`config.mk`:
```
export PLATFORM = sky130hd
export DESIGN_NAME = mem_access_sequencer
export DESIGN_NICKNAME = d
export VERILOG_FILES = /design/src/rtl/mem_seq_pkg.sv /design/src/rtl/mem_seq_stack_guard.sv /design/src/rtl/mem_access_sequencer.sv
export SDC_FILE = /design/constraint.sdc
export NUM_CORES = 1
export LEC_CHECK = 0
export ABC_CLOCK_PERIOD_IN_PS = 1700
export BUFFER_PORTS_ARGS = -buffer_cell sky130_fd_sc_hd__buf_2
export CAP_MARGIN = 20
export CORE_ASPECT_RATIO = 0.75
export CORE_MARGIN = 4
export CORE_UTILIZATION = 41
export CTS_BUF_LIST = sky130_fd_sc_hd__clkbuf_8
export CTS_CLUSTER_SIZE = 24
export DETAILED_ROUTE_END_ITERATION = 7
export PLACE_DENSITY = 0.82
export RECOVER_POWER = 50
export SETUP_SLACK_MARGIN = 0.1
export SYNTH_ARGS = -nofsm -noshare
export SYNTH_HDL_FRONTEND = slang
export SYNTH_HIERARCHICAL = 1
export SYNTH_SLANG_ARGS = --single-unit
```
`constraint.sdc`:
```
create_clock -name clk -period 1.7 [get_ports clk]
set_input_delay 0.17 -clock clk [delete_from_list [all_inputs] [get_ports clk]]
set_output_delay 0.17 -clock clk [all_outputs]
set_load 0.02 [all_outputs]
```
`src/rtl/mem_seq_pkg.sv`:
```
// ============================================================================
// Module  : mem_seq_pkg
// Brief   : Op codes, FSM encoding and per-op word counts for mem_access_sequencer.
// Revision: 1.0  initial release
// ============================================================================
`default_nettype none

package mem_seq_pkg;

    localparam logic [3:0] OP_NONE  = 4'd0;
    localparam logic [3:0] OP_LOAD  = 4'd1;
    localparam logic [3:0] OP_STORE = 4'd2;
    localparam logic [3:0] OP_PUSH  = 4'd3;
    localparam logic [3:0] OP_POP   = 4'd4;
    localparam logic [3:0] OP_CALL  = 4'd5;
    localparam logic [3:0] OP_RET   = 4'd6;
    localparam logic [3:0] OP_INT   = 4'd7;
    localparam logic [3:0] OP_RTI   = 4'd8;

    localparam logic [1:0] ST_IDLE     = 2'd0;
    localparam logic [1:0] ST_PUSH_SEQ = 2'd1;
    localparam logic [1:0] ST_POP_SEQ  = 2'd2;
    localparam logic [1:0] ST_DRAIN    = 2'd3;

    function automatic logic [1:0] op_words(input logic [3:0] op);
        case (op)
            OP_CALL, OP_RET: op_words = 2'd2;
            OP_INT,  OP_RTI: op_words = 2'd3;
            default:         op_words = 2'd1;
        endcase
    endfunction

    function automatic logic is_push_op(input logic [3:0] op);
        is_push_op = (op == OP_PUSH) || (op == OP_CALL) || (op == OP_INT);
    endfunction

    function automatic logic is_pop_op(input logic [3:0] op);
        is_pop_op = (op == OP_POP) || (op == OP_RET) || (op == OP_RTI);
    endfunction

endpackage

`default_nettype wire

```
`src/rtl/mem_seq_stack_guard.sv`:
```
// ============================================================================
// Module  : mem_seq_stack_guard
// Brief   : Stack depth tracker; suppresses ops that would over/underflow.
// Revision: 1.0  initial release
// ============================================================================
`default_nettype none

module mem_seq_stack_guard #(
    parameter int STACK_DEPTH = 2048
) (
    input  logic       clk,
    input  logic       reset,
    input  logic       push,
    input  logic       pop,
    input  logic [1:0] push_req_words,
    input  logic [1:0] pop_req_words,
    output logic       suppress,
    output logic       stack_err
);

    localparam int DEPTH_W = $clog2(STACK_DEPTH + 1);

    logic [DEPTH_W-1:0] depth_q, depth_d;
    logic               err_q, err_d;

    always_comb begin
        suppress = 1'b0;
        if ((push_req_words != 2'd0) &&
            ((32'(depth_q) + 32'(push_req_words)) > 32'(STACK_DEPTH)))
            suppress = 1'b1;
        if ((pop_req_words != 2'd0) && (32'(depth_q) < 32'(pop_req_words)))
            suppress = 1'b1;

        depth_d = depth_q;
        if (push)
            depth_d = depth_q + 1'b1;
        else if (pop)
            depth_d = depth_q - 1'b1;

        err_d = err_q | suppress;
    end

    always_ff @(posedge clk) begin
        if (reset) begin
            depth_q <= '0;
            err_q   <= 1'b0;
        end else begin
            depth_q <= depth_d;
            err_q   <= err_d;
        end
    end

    assign stack_err = err_q;

endmodule

`default_nettype wire

```
`src/rtl/mem_access_sequencer.sv`:
```
// ============================================================================
// Module  : mem_access_sequencer
// Brief   : Sequences pipeline memory ops into memory-stage strobes; splits
//           CALL/RET/INT/RTI into word transfers. Optional: MEM_SEQ_STACK_GUARD_EN.
// Revision: 1.0  initial release
// ============================================================================
`default_nettype none

module mem_access_sequencer
    import mem_seq_pkg::*;
#(
    parameter int DATA_W      = 16,
    parameter int ADDR_W      = 16,
    parameter int PC_W        = 32,
    parameter int FLAG_W      = 3,
    parameter int STACK_DEPTH = 2048
) (
    input  logic              clk,
    input  logic              reset,
    input  logic [3:0]        op,
    input  logic [ADDR_W-1:0] op_addr,
    input  logic [DATA_W-1:0] op_wdata,
    input  logic [PC_W-1:0]   op_pc,
    input  logic [FLAG_W-1:0] op_flags,
    input  logic [DATA_W-1:0] data_r,
    output logic              memory_read,
    output logic              memory_write,
    output logic              memory_push,
    output logic              memory_pop,
    output logic [ADDR_W-1:0] address,
    output logic [DATA_W-1:0] write_data,
    output logic              stall,
    output logic              load_valid,
    output logic [DATA_W-1:0] load_data,
    output logic              pc_valid,
    output logic [PC_W-1:0]   ret_pc,
    output logic              flags_valid,
    output logic [FLAG_W-1:0] ret_flags,
    output logic              stack_err
);

    logic [1:0]        state_q, state_d;
    logic [1:0]        cnt_q, cnt_d;
    logic [3:0]        kind_q, kind_d;
    // lo_q holds the PC low word: captured from op_pc on push ops, from data_r on pops.
    logic [DATA_W-1:0] lo_q, lo_d;
    logic [FLAG_W-1:0] flags_q, flags_d;
    logic              load_pend_q, load_pend_d;

    logic [1:0]        push_req_words;
    logic [1:0]        pop_req_words;
    logic              suppress;

    always_comb begin
        push_req_words = 2'd0;
        pop_req_words  = 2'd0;
        if (state_q == ST_IDLE) begin
            if (is_push_op(op)) push_req_words = op_words(op);
            if (is_pop_op(op))  pop_req_words  = op_words(op);
        end
    end

`ifdef MEM_SEQ_STACK_GUARD_EN
    mem_seq_stack_guard #(
        .STACK_DEPTH (STACK_DEPTH)
    ) u_stack_guard (
        .clk            (clk),
        .reset          (reset),
        .push           (memory_push),
        .pop            (memory_pop),
        .push_req_words (push_req_words),
        .pop_req_words  (pop_req_words),
        .suppress       (suppress),
        .stack_err      (stack_err)
    );
`else
    assign suppress  = 1'b0;
    // Tied low; the comparison only keeps the depth parameter referenced.
    assign stack_err = (STACK_DEPTH < 0);
`endif

    always_comb begin
        state_d      = state_q;
        cnt_d        = cnt_q;
        kind_d       = kind_q;
        lo_d         = lo_q;
        flags_d      = flags_q;
        load_pend_d  = 1'b0;
        memory_read  = 1'b0;
        memory_write = 1'b0;
        memory_push  = 1'b0;
        memory_pop   = 1'b0;
        address      = '0;
        write_data   = '0;
        stall        = 1'b0;
        pc_valid     = 1'b0;
        flags_valid  = 1'b0;

        if (!reset) begin
            case (state_q)
                ST_IDLE: begin
                    if (!suppress) begin
                        case (op)
                            OP_LOAD: begin
                                memory_read = 1'b1;
                                address     = op_addr;
                                load_pend_d = 1'b1;
                            end
                            OP_STORE: begin
                                memory_write = 1'b1;
                                address      = op_addr;
                                write_data   = op_wdata;
                            end
                            OP_PUSH: begin
                                memory_push = 1'b1;
                                write_data  = op_wdata;
                            end
                            OP_POP: begin
                                memory_pop  = 1'b1;
                                load_pend_d = 1'b1;
                            end
                            OP_CALL, OP_INT: begin
                                memory_push = 1'b1;
                                write_data  = op_pc[PC_W-1:DATA_W];
                                stall       = 1'b1;
                                state_d     = ST_PUSH_SEQ;
                                cnt_d       = 2'd1;
                                kind_d      = op;
                                lo_d        = op_pc[DATA_W-1:0];
                                flags_d     = op_flags;
                            end
                            OP_RET, OP_RTI: begin
                                memory_pop = 1'b1;
                                stall      = 1'b1;
                                state_d    = ST_POP_SEQ;
                                cnt_d      = 2'd1;
                                kind_d     = op;
                            end
                            default: ;
                        endcase
                    end
                end

                ST_PUSH_SEQ: begin
                    memory_push = 1'b1;
                    if (cnt_q == 2'd1) begin
                        write_data = lo_q;
                        if (kind_q == OP_INT) begin
                            stall = 1'b1;
                            cnt_d = 2'd2;
                        end else begin
                            state_d = ST_IDLE;
                            cnt_d   = 2'd0;
                        end
                    end else begin
                        write_data = {{(DATA_W-FLAG_W){1'b0}}, flags_q};
                        state_d    = ST_IDLE;
                        cnt_d      = 2'd0;
                    end
                end

                ST_POP_SEQ: begin
                    memory_pop = 1'b1;
                    stall      = 1'b1;
                    // RTI pops flags first, so its first returned word is the flags.
                    if ((cnt_q == 2'd1) && (kind_q == OP_RTI)) begin
                        flags_d = data_r[FLAG_W-1:0];
                        cnt_d   = 2'd2;
                    end else begin
                        lo_d    = data_r;
                        state_d = ST_DRAIN;
                        cnt_d   = 2'd0;
                    end
                end

                default: begin
                    pc_valid    = 1'b1;
                    flags_valid = (kind_q == OP_RTI);
                    state_d     = ST_IDLE;
                    cnt_d       = 2'd0;
                end
            endcase
        end
    end

    always_ff @(posedge clk) begin
        if (reset) begin
            state_q     <= ST_IDLE;
            cnt_q       <= 2'd0;
            kind_q      <= OP_NONE;
            lo_q        <= '0;
            flags_q     <= '0;
            load_pend_q <= 1'b0;
        end else begin
            state_q     <= state_d;
            cnt_q       <= cnt_d;
            kind_q      <= kind_d;
            lo_q        <= lo_d;
            flags_q     <= flags_d;
            load_pend_q <= load_pend_d;
        end
    end

    assign load_valid = load_pend_q & ~reset;
    assign load_data  = data_r;
    assign ret_pc     = pc_valid ? {data_r, lo_q} : '0;
    assign ret_flags  = flags_valid ? flags_q : '0;

endmodule

`default_nettype wire

```
==> qor.txt <==
Metal3 WL = 933 um
Post-Syn Instances = 286
Area contributors post-synth = dfxtp_1 (24%), and2_1 (13%), mux2i_1 (8.5%)
Syn nets = 375
Achievable Freq = 493 MHz
Drt total wl = 11400 um
Fraction of layout cells with a size suffix above 1 = 68.7%
# clock sinks = 28
Setup Viol. Count Final = 90
R2R depth = 10
Area grow syn2layout = 87.7%
Core box area = 5440 sq um
Largest net degree at the start of global routing = 23
Part of the cycle the worst path needs = 119%
Global-route wire length before repair = 15000 um
Yosys warnings = 6
Power, Total = 0.00204 W
GRT Util Overall = 27.3%
Detail Route met2 WL = 5890 um
Max Cap Viol = 0
Clock power frac = 26.1%
Top layer in use = met4
Crit path kind = reg2out
Rows = 23
Wirelength per Cell = 20.7 um
DR vias = 3179
First drt pass iteration count = 5
CTS clock-pin slew for the worst setup and hold paths = 0.10 ns
Avg Synthesized Cell Area = 8.20 sq um
I/O Buffers = 179
GRT overflow = 0
Seq/Total Area, Yosys = 23.9%
Adder-cell share of the synthesized area = 0%
Compound-gate portion of the synthesized area = 25.9%
Vias in the first global route = 2987
Worst r2r src = state_q[1]
DR vias/cell = 5.77
Number of flops mapped to enable cells by yosys = 0
Die Height = 73.5 um
Hold Startpoint = reset
Status = finished with violations
Final Critical Period = 2.03 ns
Asr flop ratio synth = 0%
Metal-1 WL = 4270 um
Worst Setup End Kind = output port
Mux contribution to synthesized area = 9.97%
Arr. time, crit path = 1.86 ns
Pint = 0.00138 W
Sw Share = 32.3%
Synthesized-area fraction occupied by xor and xnor cells = 0.373%
R2R Path End = lo_q[15]
Failing checks = setup timing
Die footprint = 7010 sq um
Synth Register Bits = 28
Worst Hold Class = in2reg
N_diodes = 0
Final hold violation count = 0
FILL cells = 323
Largest family of logic cells by synthesized area = simple AND/OR/NAND/NOR gates
Gp weighted congestion = 0.853
IO Pins = 181
Reg2reg setup slack = -0.31 ns
Power per cell area = 463 nW/um^2
P_leak = 1.97 nW
H-tree depth = 1
Initial cell density of the core = 43.1%
Max_slew headroom = 65.3%
Comb power frac = 37.5%
DR iter-0 viols = 221
Post-Synthesis Cell Area = 2350 sq um
Ys flop type = dfxtp_1
Final worst setup slack = -0.327 ns
RSZ-0062 raised after global routing = true
WP data required = 1.53 ns
Largest fanout on the critical path = 12
Initial antenna violation count = 0
Antenna Nets Post-Route = 0
Post-Synth Simple-Gate Area = 27.4%
Slew Viols, Final = 0
Setup Skew = 0.0102 ns
Psw = 0.000659 W
Cts bufs inserted = 3
Nets = 566
Clock tree buffer depth = 2
Yosys top cell by area = dfxtp_1
Critical Path Start = state_q[1]
Root Buffer = clkbuf_8
Hold Path Sink = cnt_q[1]
Yosys top cell area share = 23.9%
Worst slew pin tran = 0.506 ns
Crit path launch type = flop
Hold path depth = 2
CTS tree = done
HPWL Detailed = 6750 um
Core Util, Final = 81.0%
Reg power frac = 36.4%
Maximum vdd drop = 321 uV
DRC = 0
Synth cell types = 46
Die Wd = 95.3 um
Worst skew pair latency = 0.28 ns
-- metrics by stage --
stage                     std cells  TNS, ns  cell area [sq um]  setup WS, ns  hold WS (ns)
after global placement          517        0               3330        0.0621         0.464
after CTS                       544   -12.47               4150        -0.273         0.186
final                           551   -16.07               4400        -0.327         0.194
after global routing            551   -22.92               4400        -0.433         0.200
after detailed placement        517        0               3330        0.0264         0.477
after floorplan                 286        0               2430        0.0658         0.338
-- worst max-delay path by stage --
| stage | to | cells past startpoint |
|---|---|---|
| finish | write_data[11] | 7 |
| global route | write_data[9] | 7 |
| CTS | write_data[13] | 7 |
| detailed placement | write_data[2] | 6 |
| global placement | ret_flags[2] | 6 |
| floorplan | write_data[0] | 5 |
-- final cells by class --
type,instances,area [sq um],area share (%)
sequential,28,564,12.8
clock buffer,3,41.3,0.938
clock inverter,1,30.0,0.682
timing repair buffer,229,1780,40.5
tap,75,93.8,2.13
inverter,5,21.3,0.483
multi-input combinational,210,1870,42.4
-- sequential cells by signal (all words and copies together) (netlist names) --
| signal | flops |
|---|---|
| cnt_q | 2 |
| flags_q | 3 |
| kind_q | 4 |
| lo_q | 16 |
| load_pend_q | 1 |
| state_q | 2 |
-- cell usage after synthesis (2+ instances only) --
cell type and n:
a211oi_1 16, a21o_1 4, a21oi_1 14, a222oi_1 13, a22oi_1 3, a31o_2 16, and2_1 49, and3_1 4
buf_2 6, buf_4 21, buf_6 3, clkbuf_1 13, dfxtp_1 28, inv_1 4, mux2_2 3, mux2i_1 20
nand2_1 6, nand2b_1 2, nand3_1 7, nand3b_1 2, nor2_1 18, nor2b_1 5, nor3_1 3, o21a_1 3
o31ai_1 2
-- what timing repair did --
action	CTS	global route
hold buffers	0	0
buffers inserted	15	7
cloned	8	0
gates resized for setup	172	52
setup endpoints to repair	76	93
pin swaps	12	11
-- layout by cell type (no fill, tap or decap), drive strengths merged, types with 3 or more instances in the layout --
| master | n |
|---|---|
| and2 | 51 |
| nor2 | 18 |
| and3 | 4 |
| a31o | 16 |
| clkbuf | 17 |
| nand3 | 7 |
| inv | 4 |
| a22oi | 3 |
| mux2 | 3 |
| nor3 | 4 |
| a222oi | 13 |
| o21a | 3 |
| nand2 | 6 |
| dfxtp | 28 |
| a211oi | 16 |
| a21oi | 14 |
| nor2b | 7 |
| buf | 215 |
| a21o | 4 |
| mux2i | 20 |
-- layer usage --
metal	GRT usage (%)	up-vias
met1	33.5	1528
met3	6.86	30
met4	5.12	0
li1	-	1425
met5	0	-
met2	48.4	196
-- cells by family (layout without fill, tap and decap cells) --
kind of cell    Yosys count  count (layout)
other cells               1               1
buf+inv                  48             238
simple gates            107             107
compound gates           78              78
mux                      23              23
xor+xnor                  1               1
flops                    28              28
-- power groups by stage --
stage | clock, W | sequential (W) | combinational [W]
detailed placement | 0 | 0.000750 | 0.000569
CTS | 0.000538 | 0.000737 | 0.000677
finish | 0.000531 | 0.000741 | 0.000765
global route | 0.000570 | 0.000745 | 0.000808
global placement | 0 | 0.000748 | 0.000556
floorplan | 0 | 0.000733 | 0.000374
-- worst max-delay path, cell delays in order (launching register included) --
cell and delay, ns:
dfxtp_2 0.35, buf_4 0.14, nor3_1 0.24, and3_2 0.29, buf_4 0.21, a222oi_1 0.11
nor2_2 0.11, buf_4 0.15
Note: power is estimated with default switching activity, not from simulation.
